[config.mk]
export PLATFORM = sky130hd
export DESIGN_NAME = fetch_unit
export DESIGN_NICKNAME = d
export VERILOG_FILES = /design/src/rtl/fetch_unit_pkg.sv /design/src/rtl/fetch_pc_next.sv /design/src/rtl/fetch_unit.sv
export SDC_FILE = /design/constraint.sdc
export NUM_CORES = 1
export LEC_CHECK = 0
export ABC_CLOCK_PERIOD_IN_PS = 5670
export CAP_MARGIN = 20
export CELL_PAD_IN_SITES_DETAIL_PLACEMENT = 1
export CELL_PAD_IN_SITES_GLOBAL_PLACEMENT = 1
export CORE_ASPECT_RATIO = 1.4
export CORE_MARGIN = 2
export CORE_UTILIZATION = 30
export CTS_CLUSTER_DIAMETER = 60
export DETAILED_ROUTE_END_ITERATION = 12
export PLACE_DENSITY = 0.76
export SLEW_MARGIN = 0
export SYNTH_ARGS = -nofsm -noshare
export SYNTH_HDL_FRONTEND = slang
export SYNTH_SLANG_ARGS = --single-unit
[constraint.sdc]
create_clock -name CLK -period 5.67 [get_ports CLK]
set_input_delay 0.8505 -clock CLK [delete_from_list [all_inputs] [get_ports CLK]]
set_output_delay 0.8505 -clock CLK [all_outputs]
set_load 0.02 [all_outputs]
[src/rtl/fetch_unit_pkg.sv]
// rtl/fetch_unit_pkg.sv - shared widths, opcodes and state encoding for the fetch unit
package fetch_unit_pkg;

    localparam int PC_W    = 16;
    localparam int INSTR_W = 32;
    localparam int TIMEOUT = 16;
    localparam int CNT_W   = $clog2(TIMEOUT);

    localparam logic [3:0] OP_HLT = 4'hF;

    typedef enum logic [1:0] {
        ST_IDLE = 2'd0,
        ST_WAIT = 2'd1,
        ST_HALT = 2'd2
    } fetch_state_t;

endpackage

[src/rtl/fetch_pc_next.sv]
// rtl/fetch_pc_next.sv - combinational next-PC selection (sequential, absolute, relative)
module fetch_pc_next
    import fetch_unit_pkg::*;
(
    input  logic [PC_W-1:0] pc,
    input  logic            pc_sel,
    input  logic            br_sel,
    input  logic [PC_W-1:0] br_target,
    output logic [PC_W-1:0] pc_next
);

    // Pick the next PC; all sums truncate to PC_W so the PC wraps in both directions
    always_comb begin
        pc_next = pc + PC_W'(1);
        if (pc_sel) begin
            if (br_sel) begin
                pc_next = br_target;
            end else begin
                pc_next = pc + br_target;
            end
        end
    end

endmodule

[src/rtl/fetch_unit.sv]
// rtl/fetch_unit.sv - instruction fetch controller with PC, timeout and halt handling
module fetch_unit
    import fetch_unit_pkg::*;
(
    input  logic               CLK,
    input  logic               RST,
    input  logic               FETCH_REQ,
    input  logic               PC_WRITE,
    input  logic               PC_SEL,
    input  logic               BR_SEL,
    input  logic [PC_W-1:0]    BR_TARGET,
    output logic               MEM_RD,
    output logic [PC_W-1:0]    MEM_ADDR,
    input  logic               MEM_ACK,
    input  logic [INSTR_W-1:0] MEM_DATA,
    output logic [INSTR_W-1:0] INSTR,
    output logic [3:0]         OPCODE,
    output logic [3:0]         MM,
    output logic [PC_W-1:0]    PC,
    output logic               INSTR_VALID,
    output logic               BUSY,
    output logic               FETCH_ERR,
    output logic               HALTED
);

    fetch_state_t        state_q;
    fetch_state_t        state_d;
    logic [PC_W-1:0]     pc_q;
    logic [PC_W-1:0]     pc_next;
    logic [INSTR_W-1:0]  instr_q;
    logic [CNT_W-1:0]    cnt_q;
    logic                valid_q;
    logic                err_q;
    logic                in_idle;
    logic                fetch_done;
    logic                fetch_timeout;

    assign in_idle       = (state_q == ST_IDLE);
    assign fetch_done    = (state_q == ST_WAIT) && MEM_ACK;
    // The last allowed ACK-less cycle is the one where the counter already shows TIMEOUT-1
    assign fetch_timeout = (state_q == ST_WAIT) && !MEM_ACK && (cnt_q == CNT_W'(TIMEOUT - 1));

    fetch_pc_next u_pc_next (
        .pc        (pc_q),
        .pc_sel    (PC_SEL),
        .br_sel    (BR_SEL),
        .br_target (BR_TARGET),
        .pc_next   (pc_next)
    );

    // State register
    always_ff @(posedge CLK) begin
        if (RST) begin
            state_q <= ST_IDLE;
        end else begin
            state_q <= state_d;
        end
    end

    // Next-state logic; HALT is only left through reset
    always_comb begin
        state_d = state_q;
        case (state_q)
            ST_IDLE: begin
                if (FETCH_REQ) begin
                    state_d = ST_WAIT;
                end
            end
            ST_WAIT: begin
                if (MEM_ACK) begin
                    state_d = (MEM_DATA[31:28] == OP_HLT) ? ST_HALT : ST_IDLE;
                end else if (fetch_timeout) begin
                    state_d = ST_IDLE;
                end
            end
            ST_HALT: state_d = ST_HALT;
            default: state_d = ST_IDLE;
        endcase
    end

    // State-decoded outputs
    always_comb begin
        MEM_RD = (state_q == ST_WAIT);
        BUSY   = (state_q == ST_WAIT);
        HALTED = (state_q == ST_HALT);
    end

    // PC only moves in IDLE so the address stays stable while a read is outstanding
    always_ff @(posedge CLK) begin
        if (RST) begin
            pc_q <= '0;
        end else if (in_idle && PC_WRITE) begin
            pc_q <= pc_next;
        end
    end

    // Instruction capture and one-cycle completion pulse
    always_ff @(posedge CLK) begin
        if (RST) begin
            instr_q <= '0;
            valid_q <= 1'b0;
        end else begin
            valid_q <= fetch_done;
            if (fetch_done) begin
                instr_q <= MEM_DATA;
            end
        end
    end

    // ACK-less cycle counter and sticky timeout flag, cleared by a fresh request
    always_ff @(posedge CLK) begin
        if (RST) begin
            cnt_q <= '0;
            err_q <= 1'b0;
        end else begin
            if ((state_q == ST_WAIT) && !MEM_ACK && !fetch_timeout) begin
                cnt_q <= cnt_q + CNT_W'(1);
            end else begin
                cnt_q <= '0;
            end
            if (in_idle && FETCH_REQ) begin
                err_q <= 1'b0;
            end else if (fetch_timeout) begin
                err_q <= 1'b1;
            end
        end
    end

    assign MEM_ADDR    = pc_q;
    assign PC          = pc_q;
    assign INSTR       = instr_q;
    assign OPCODE      = instr_q[31:28];
    assign MM          = instr_q[27:24];
    assign INSTR_VALID = valid_q;
    assign FETCH_ERR   = err_q;

endmodule

==> flow_summary.json <==
{
  "yosysTopAreaCellShare": 0.312,
  "via_per_inst": 5.27,
  "grt_max_degree": 55,
  "cts_tree": "yes",
  "hold-path-endpoint": "INSTR[8]",
  "rsz0062_at_grt": "no",
  "critPathKind": "in -> reg",
  "synthTopCellsByArea": "dfxtp_1, nand2_1, a21oi_1, ha_1, buf_4",
  "insertion_delay_ps": 300,
  "grt_first_pass_wirelength_microns": 18500,
  "start_util": 0.305,
  "wl_per_cell_microns": 16.9,
  "yosysSeqAreaShare": 0.312,
  "startpoint_type": "primary input",
  "antenna_cells": 0,
  "nets": 634,
  "cp.required_ps": 5890,
  "fin_hold_ws_ps": 455,
  "syn_nets": 543,
  "irDropWorstVdd_mv": 0.105,
  "critical-path-slowest-cell": "clkdlybuf4s50_1",
  "drt_wl_total_microns": 12000,
  "crit_fanout": 3,
  "synth_cells": 470,
  "first_pass_iters": 4,
  "p_total_uw": 1070,
  "regToRegStartpoint": "MEM_ADDR[0]",
  "arrival_ps": 3350,
  "yosysUniqueCellTypes": 63,
  "ios": 132,
  "cpPeakStageDelay_ps": 450,
  "synthFlopType": "dfxtp_1",
  "path_delay_family": "compound AO/OA/AOI/OAI gates",
  "rrSetupSlack_ps": 3120,
  "synth.avg_cell_area_sq_um": 7.64,
  "clk_pin_slew_worst_paths_ps": 70,
  "powerDensity_nw_per_um2": 214,
  "ant_nets": 0,
  "drc": 0,
  "ff2ff_path_depth": 8,
  "rr_endpoint": "MEM_ADDR[14]",
  "max_slew_margin": 0.431,
  "root_buffer": "clkbuf_16",
  "die-area_sq_um": 12900,
  "synth_area_sq_um": 3590,
  "clock-sinks": 56,
  "setup_tns_ps": 0,
  "ys.warnings.count": 0,
  "core_sq_um": 11800,
  "cts_resized": 0,
  "outcome": "finished, final reports clean",
  "maxCapViolations": 0,
  "h-tree-depth": 2,
  "clockBufferDepth": 2,
  "end_kind": "flop",
  "grt_antenna_before_repair": 0,
  "hold_viol_final": 0,
  "fin_crit_sh": 0.553,
  "post_cts_buffers": 0,
  "dp_hpwl_microns": 9170,
  "yosysMostFrequentCell": "nand2_1",
  "n_fill_cell": 1430,
  "vias": 3734,
  "tightest_slew_ps": 850,
  "worstHoldStart": "INSTR[8]",
  "grt_pass1_vias": 3717,
  "synthTopCellsByCount": "nand2_1, a21oi_1, dfxtp_1",
  "min_period_ps": 3140,
  "instances_no_fill": 709,
  "fp.dieH_microns": 133,
  "skew_ps": 5.01,
  "leakagePower_uw": 0.00178,
  "portBuffers": 131,
  "crit_buf_inv": 1,
  "clock.fmax_mhz": 319,
  "grt-ovfl-total": 0,
  "hold_class": "reg -> reg",
  "area_growth_pct": 38.9,
  "global_route.usage.total": 0.181,
  "globalplace.congestion": 0.901,
  "cts_hold_buf": 0,
  "ys_ff_latch": 56,
  "dp.cells": 700,
  "rows": 47,
  "worstHoldPathCells": 2,
  "fp.dieW_microns": 96.5,
  "cts_inserted_buffers": 5,
  "cp_cell_sequence": "clkdlybuf4s50_1 -> ha_1 -> fa_1 -> a21oi_1 -> o221ai_1 -> a21boi_2 -> o21ai_1 -> a211o_1 -> a311oi_2",
  "drive_gt1_frac": 0.0445,
  "drv_slew": 0,
  "multi_input_area_sq_um": 2120,
  "setup_viol": 0,
  "regArea_sq_um": 1120,
  "async_flop_share": 0,
  "synth_largest_area_cell": "dfxtp_1",
  "synth_edf_count": 0,
  "drt_iter0_drc": 68
}
[worst min-delay path, stage by stage (launching register included)]
cell and delay, ps:
dfxtp_1 310, nand2_1 50, a21oi_1 50
[through the flow]
| step | area (sq um) | worst slack (ps) | utilization |
|---|---|---|---|
| final | 4990 | 2530 | 0.424 |
| after global routing | 4990 | 2400 | 0.424 |
| after CTS | 4960 | 2540 | 0.422 |
| after detailed placement | 4810 | 2250 | 0.409 |
| after global placement | 4790 | 2380 | 0.408 |
| after floorplan | 3590 | 3000 | - |
[layer usage]
metal | part of all wire | vias to the layer above | track usage
met5 | 0 | - | 0
met4 | 0.022 | 0 | 0.0626
met3 | 0.054 | 17 | 0.0294
met2 | 0.52 | 107 | 0.329
met1 | 0.40 | 1783 | 0.208
li1 | - | 1827 | -
[final cells by class]
type | count | area share
clock buffer | 5 | 0.0251
clock inverter | 3 | 0.00477
inverter | 11 | 0.00828
multi-input combinational | 351 | 0.425
sequential | 56 | 0.225
tap | 147 | 0.0369
timing repair buffer | 136 | 0.275
[logic make-up after synthesis]
| group | synth area share |
|---|---|
| AOI/OAI and AO/OA | 0.246 |
| xor gates and xnor gates | 0.0390 |
| adders and majority gates | 0.0648 |
| buffers and inverters | 0.0972 |
| DFF | 0.312 |
| muxes | 0.0174 |
| and+or+nand+nor | 0.223 |
[sequential cells by signal, summed over array words and instances (netlist names)]
name,count
MEM_ADDR,16
cnt_q,4
state_q,2
INSTR_VALID,1
FETCH_ERR,1
INSTR,32
[report_power, final]
part	switching [uW]	internal, uW
sequential	26.5	411
combinational	169	148
clock	150	165
[cell usage in the layout, fill, tap and decap left out, types with 2 or more instances in the layout]
| master | n |
|---|---|
| a21oi_1 | 61 |
| o21bai_1 | 3 |
| inv_1 | 10 |
| a31o_1 | 2 |
| o21ai_0 | 16 |
| o21ai_1 | 7 |
| a31oi_1 | 8 |
| nand2b_1 | 4 |
| nand3_1 | 11 |
| and4_1 | 4 |
| nor2_1 | 31 |
| o221ai_1 | 3 |
| a211o_1 | 4 |
| xor2_1 | 5 |
| clkdlybuf4s50_1 | 130 |
| dfxtp_1 | 56 |
| a21o_1 | 3 |
| o211ai_1 | 5 |
| o31a_1 | 2 |
| nand4_1 | 6 |
| clkinvlp_4 | 2 |
| ha_1 | 17 |
| xnor2_1 | 11 |
| and2_1 | 2 |
| nor4_1 | 2 |
| o21a_1 | 3 |
| buf_4 | 3 |
| a211oi_1 | 3 |
| and3_1 | 3 |
| o2111ai_1 | 2 |
| a22oi_1 | 4 |
| mux2i_1 | 4 |
| nor2b_1 | 2 |
| nor3b_1 | 3 |
| nand2_1 | 87 |
| clkbuf_16 | 5 |
| nor3_1 | 8 |
| a311oi_1 | 2 |
[worst max path at each step]
stage,from,end,slack [ps],depth (start not counted)
after floorplan,BR_TARGET[0],MEM_ADDR[14],3000,8
after global placement,BR_TARGET[0],MEM_ADDR[14],2380,9
after detailed placement,BR_TARGET[0],MEM_ADDR[14],2250,9
after CTS,BR_TARGET[0],MEM_ADDR[14],2540,9
after global routing,BR_TARGET[0],MEM_ADDR[14],2400,9
final,BR_TARGET[0],MEM_ADDR[14],2530,9
Power figures use the tool's default switching activity.
==> RTL change 1 (same flow settings) <==
Put one more register stage on the output `FETCH_ERR`, cleared by the reset. The value now appears one clock later. The other outputs are not delayed to match.
--- a/src/rtl/fetch_unit.sv
+++ b/src/rtl/fetch_unit.sv
@@ -133,5 +133,11 @@
     assign MM          = instr_q[27:24];
     assign INSTR_VALID = valid_q;
-    assign FETCH_ERR   = err_q;
+    always_ff @(posedge CLK) begin
+        if (RST) begin
+            FETCH_ERR <= '0;
+        end else begin
+            FETCH_ERR <= err_q;
+        end
+    end
 
 endmodule
Function: same outputs for any inputs over 10 cycles, from zero or initial values and one cycle with RST high; that may be too few to reach the edited logic, so the function may still have changed.
==> RTL change 1 against the original RTL <==
Fmax down 0.79%. Worst setup slack worse by 0.025 ns. Sequential cell count up 1. Sequential power up 1%. Global-route usage up 0.76 points. Critical endpoint is now MEM_ADDR[12]. Largest cell class unchanged. Highest routed layer unchanged. Routed wire length down 1.5%. Power up 24%. Final area up 2.7%. Synthesized area down 2.8%.
==> RTL change 1: results (changes against the original RTL) <==
----------------------------------------------------
[Drt]
  Vias after detailed routing ... 3750 (was 3734)
  Met2 routed WL ... 6.28 mm (was 6.24 mm)
  First DRT Iteration DRCs ... 117 (was 68)
  Wire length the detailed router placed on met1 ... 4.69 mm (was 4.85 mm)

[GRT]
  Largest net degree at the start of global routing ... 57 (was 55)
  Global-route wire length before repair ... 18.8 mm (was 18.5 mm)
  Total global routing track utilization ... 18.8% (was 18.1%)

[Critical path]
  Worst setup path endpoint ... MEM_ADDR[12] (was MEM_ADDR[14])
  Register-to-register setup slack ... 3.02 ns (was 3.12 ns)
  Slowest-stage cell, CP ... sky130_fd_sc_hd__fa_1 (was sky130_fd_sc_hd__clkdlybuf4s50_1)
  Maximum cell stage delay along the critical path ... 0.43 ns (was 0.45 ns)

[Logic synthesis]
  Sequential area share after synthesis ... 32.7% (was 31.2%)
  Biggest area contributors in the synthesized netlist ... sky130_fd_sc_hd__dfxtp_1 (33%), sky130_fd_sc_hd__nand2_1 (9.8%), sky130_fd_sc_hd__a21oi_1 (8.9%) (was sky130_fd_sc_hd__dfxtp_1 (31%), sky130_fd_sc_hd__nand2_1 (9.1%), sky130_fd_sc_hd__a21oi_1 (8.5%))
  Avg Inst Size Synth ... 7.47 sq um (was 7.64 sq um)
  Synthesized net count ... 540 (was 543)
  Number of distinct library cell variants in the gate-level netlist after synthesis ... 55 (was 63)
  Proportion of synthesized flip-flops having asynchronous set or reset ... 0% (unchanged)

[Place]
  HPWL Detailed ... 8.89 mm (was 9.17 mm)
  Pre-CTS setup slack ... 2.20 ns (was 2.25 ns)
  Gpl congestion ... 0.871 (was 0.901)

[Run status]
  Status ... finished clean (unchanged)

[Final layout]
  Nets ... 641 (was 634)
  Share of layout cells above drive strength 1 ... 5.59% (was 4.45%)

[Pwr]
  Maximum ir drop on the vdd rail ... 0.000113 V (was 0.000105 V)
  Standby leakage power ... 1.89 nW (was 1.78 nW)

[STA]
  Highest achievable clock rate ... 316 MHz (was 319 MHz)
  Worst clock skew ... 0.00861 ns (was 0.00501 ns)
  Transition at the pin with the smallest max-transition slack ... 0.764 ns (was 0.850 ns)

[Clock tree]
  Total CTS buffers ... 9 (was 5)
  Clock latency on the worst-skew pair ... 0.33 ns (was 0.30 ns)
  Clock-pin slew reported for the worst setup and hold paths after clock tree synthesis ... 0.05 ns (was 0.07 ns)
  Number of resized instances in the post-cts repair step ... 0 (unchanged)

[Worst hold path]
  Critical hold path startpoint ... cnt_q[0] (was INSTR[8])

----------------------------------------------------
-- RTL change 1: changes by cell type after synthesis, sizes merged, moves of 3 or more --
cell and change:
o211ai -3, a211oi +4, buf -3, and4 -3, or3 +3, nand4 -3, a22oi -3, a211o -4
nor2 +12, nand2 +5, nor4 +3
-- RTL change 1: worst min-delay path by stage --
stage / to / slack, ns / cells past startpoint
after floorplan: cnt_q[0] / 0.42 / 1
after global placement: cnt_q[0] / 0.43 / 1
after detailed placement: INSTR[12] / 0.45 / 2
after CTS: INSTR[6] / 0.46 / 2
after global routing: cnt_q[0] / 0.47 / 1
final: cnt_q[0] / 0.45 / 1
-- RTL change 1: per-layer routing --
layer	GRT usage, %	vias up
met4	6.76	0
met3	3.84	12
met5	0	-
met1	20.9	1800
li1	-	1823
met2	34.4	115
-- RTL change 1: worst max-delay path: cells and delay by family --
kind / cells / cell delay (ns)
buf+inv: 1 / 0.42
compound gates: 5 / 1.06
fa+ha+maj: 2 / 0.70
simple gates: 1 / 0.36
-- RTL change 1: cell type report --
type	count	area, sq um
Tap cell	144	180
Timing Repair Buffer	137	1390
Multi-Input combinational cell	351	2030
Clock buffer	11	253
Inverter	12	45.0
Fill cell	1389	6220
Sequential cell	57	1140
Clock inverter	4	76.3
-- RTL change 1: cell families (layout without fill, tap and decap cells) --
kind of cell,Yosys count,in the layout,share of synthesized area [%]
buffers and inverters,59,164,9.04
AO/OA/AOI/OAI,133,133,24.2
flip-flops,57,57,32.7
adder cells (fa/ha/maj),18,18,6.67
AND/OR/NAND/NOR,184,184,23.2
multiplexers,3,3,0.861
XOR/XNOR,13,13,3.26
-- RTL change 1: report_power, final --
group	internal [mW]	total, mW	switching, mW
Clock	0.406	0.589	0.183
Sequential	0.419	0.444	0.0249
Combinational	0.139	0.294	0.154
==> RTL change 2 (same settings) <==
Without the edit above. `TIMEOUT`: 16 -> 8.
--- a/src/rtl/fetch_unit_pkg.sv
+++ b/src/rtl/fetch_unit_pkg.sv
@@ -4,5 +4,5 @@
     localparam int PC_W    = 16;
     localparam int INSTR_W = 32;
-    localparam int TIMEOUT = 16;
+    localparam int TIMEOUT = 8;
     localparam int CNT_W   = $clog2(TIMEOUT);
 
Check against the original RTL: not equivalent (Yosys sat finds a counterexample within 10 cycles, from zero or initial values and one cycle with RST high).
==> RTL change 2 against the original RTL <==
Synthesized cell count fell by 4.0%. Synthesized area down 4.8%. Final area shrank 2.7%. Global-route usage is 0.39 points higher. Hold slack got worse by 0.031 ns. Sequential power is 2% lower. Clock power rose by 14%. Power up 1.3%. Final cell count down 2.5%. Routed wire length down 5.3%. Critical path type unchanged. Worst setup slack worse by 0.084 ns. Sequential cell count down 1.
==> RTL change 2: results (changes against the original RTL) <==
----------------------------------------------------
[Place]
  Gpl congestion ... 0.827 (was 0.901)
  # placed instances ... 682 (was 700)

[GRT]
  Global-route wire length before repair ... 18.2 mm (was 18.5 mm)
  Largest net degree at the start of global routing ... 53 (was 55)
  Number of global-route vias before repair ... 3763 (was 3717)

[Pwr]
  Maximum ir drop on the vdd rail ... 0.000129 V (was 0.000105 V)
  Switching component of the power ... 0.328 mW (was 0.345 mW)

[Critical path]
  Maximum cell stage delay along the critical path ... 0.42 ns (was 0.45 ns)
  Critical path fanouts, max ... 4 (was 3)
  Reg2Reg Capture Point ... MEM_ADDR[12] (was MEM_ADDR[14])

[Worst hold path]
  Cell count of the worst hold path ... 1 (was 2)
  Critical hold path startpoint ... cnt_q[0] (was INSTR[8])

[Drt]
  First DRT Iteration DRCs ... 78 (was 68)
  Wire length per cell after detailed routing ... 16.5 microns (was 16.9 microns)
  Vias after detailed routing ... 3637 (was 3734)
  Via count normalized by instance count ... 5.26 (was 5.27)

[Logic synthesis]
  Number of distinct library cell variants in the gate-level netlist after synthesis ... 55 (was 63)
  Synth cell count leaders ... sky130_fd_sc_hd__nand2_1 (87), sky130_fd_sc_hd__a21oi_1 (57), sky130_fd_sc_hd__dfxtp_1 (55) (was sky130_fd_sc_hd__nand2_1 (87), sky130_fd_sc_hd__a21oi_1 (61), sky130_fd_sc_hd__dfxtp_1 (56))
  Synthesized instance count ... 451 (was 470)
  Synthesized net count ... 525 (was 543)

[Run status]
  Status ... finished clean (unchanged)

[Final layout]
  Nets ... 620 (was 634)

[STA]
  Worst clock skew ... 0.00740 ns (was 0.00501 ns)
  Post-route worst hold slack ... 0.424 ns (was 0.455 ns)
  Worst slew margin relative to its limit ... 30.1% (was 43.1%)

----------------------------------------------------
## RTL change 2: cell count changes in the layout (fill, tap and decap cells not counted), sizes merged, moves of 4 or more
cell	unedited run	this run
a21oi	63	57
xnor2	11	4
a21o	3	7
a211o	4	0
## RTL change 2: layout make-up
cell class / instances / share of cell area (%)
sequential: 55 / 22.7
multi-input combinational: 342 / 41.4
clock buffer: 5 / 2.58
clock inverter: 3 / 0.954
inverter: 7 / 0.542
timing repair buffer: 135 / 28.1
tap: 144 / 3.71
## RTL change 2: logic make-up (layout without fill, tap and decap cells)
| kind of cell | Yosys count | count (layout) | synth area share, % |
|---|---|---|---|
| AND/OR/NAND/NOR | 175 | 175 | 23.8 |
| AO/OA/AOI/OAI | 130 | 130 | 22.9 |
| flip-flops | 55 | 55 | 32.2 |
| buffers and inverters | 54 | 150 | 8.97 |
| adder cells (fa/ha/maj) | 19 | 19 | 7.18 |
| XOR/XNOR | 12 | 12 | 3.08 |
| multiplexers | 6 | 6 | 1.79 |
## RTL change 2: critical path, delay by kind of cell
kind,cells,cell delay (ns)
buffers and inverters,1,0.42
adders and majority gates,2,0.67
AOI/OAI and AO/OA,6,1.46
## RTL change 2: power by group through the flow
stage / sequential (mW) / clock (mW) / combinational (mW)
after floorplan: 0.454 / 0 / 0.155
after global placement: 0.438 / 0 / 0.285
after detailed placement: 0.440 / 0 / 0.294
after CTS: 0.431 / 0.374 / 0.296
after global routing: 0.434 / 0.391 / 0.322
final: 0.430 / 0.358 / 0.295
## RTL change 2: worst max path at each step
| stage | startpoint | to | slack (ns) |
|---|---|---|---|
| after global placement | BR_TARGET[0] | MEM_ADDR[12] | 2.18 |
| after CTS | BR_TARGET[0] | MEM_ADDR[12] | 2.45 |
| after global routing | BR_TARGET[0] | MEM_ADDR[12] | 2.26 |
| final | BR_TARGET[0] | MEM_ADDR[12] | 2.45 |
| after floorplan | BR_TARGET[0] | MEM_ADDR[8] | 2.87 |
| after detailed placement | BR_TARGET[0] | MEM_ADDR[12] | 2.13 |
## RTL change 2: layer usage
metal | track usage, % | up-vias | part of all wire (%)
li1 | - | 1758 | -
met1 | 20.0 | 1753 | 40
met2 | 36.5 | 110 | 53
met3 | 2.77 | 16 | 5.0
met4 | 5.12 | 0 | 1.5
met5 | 0 | - | 0
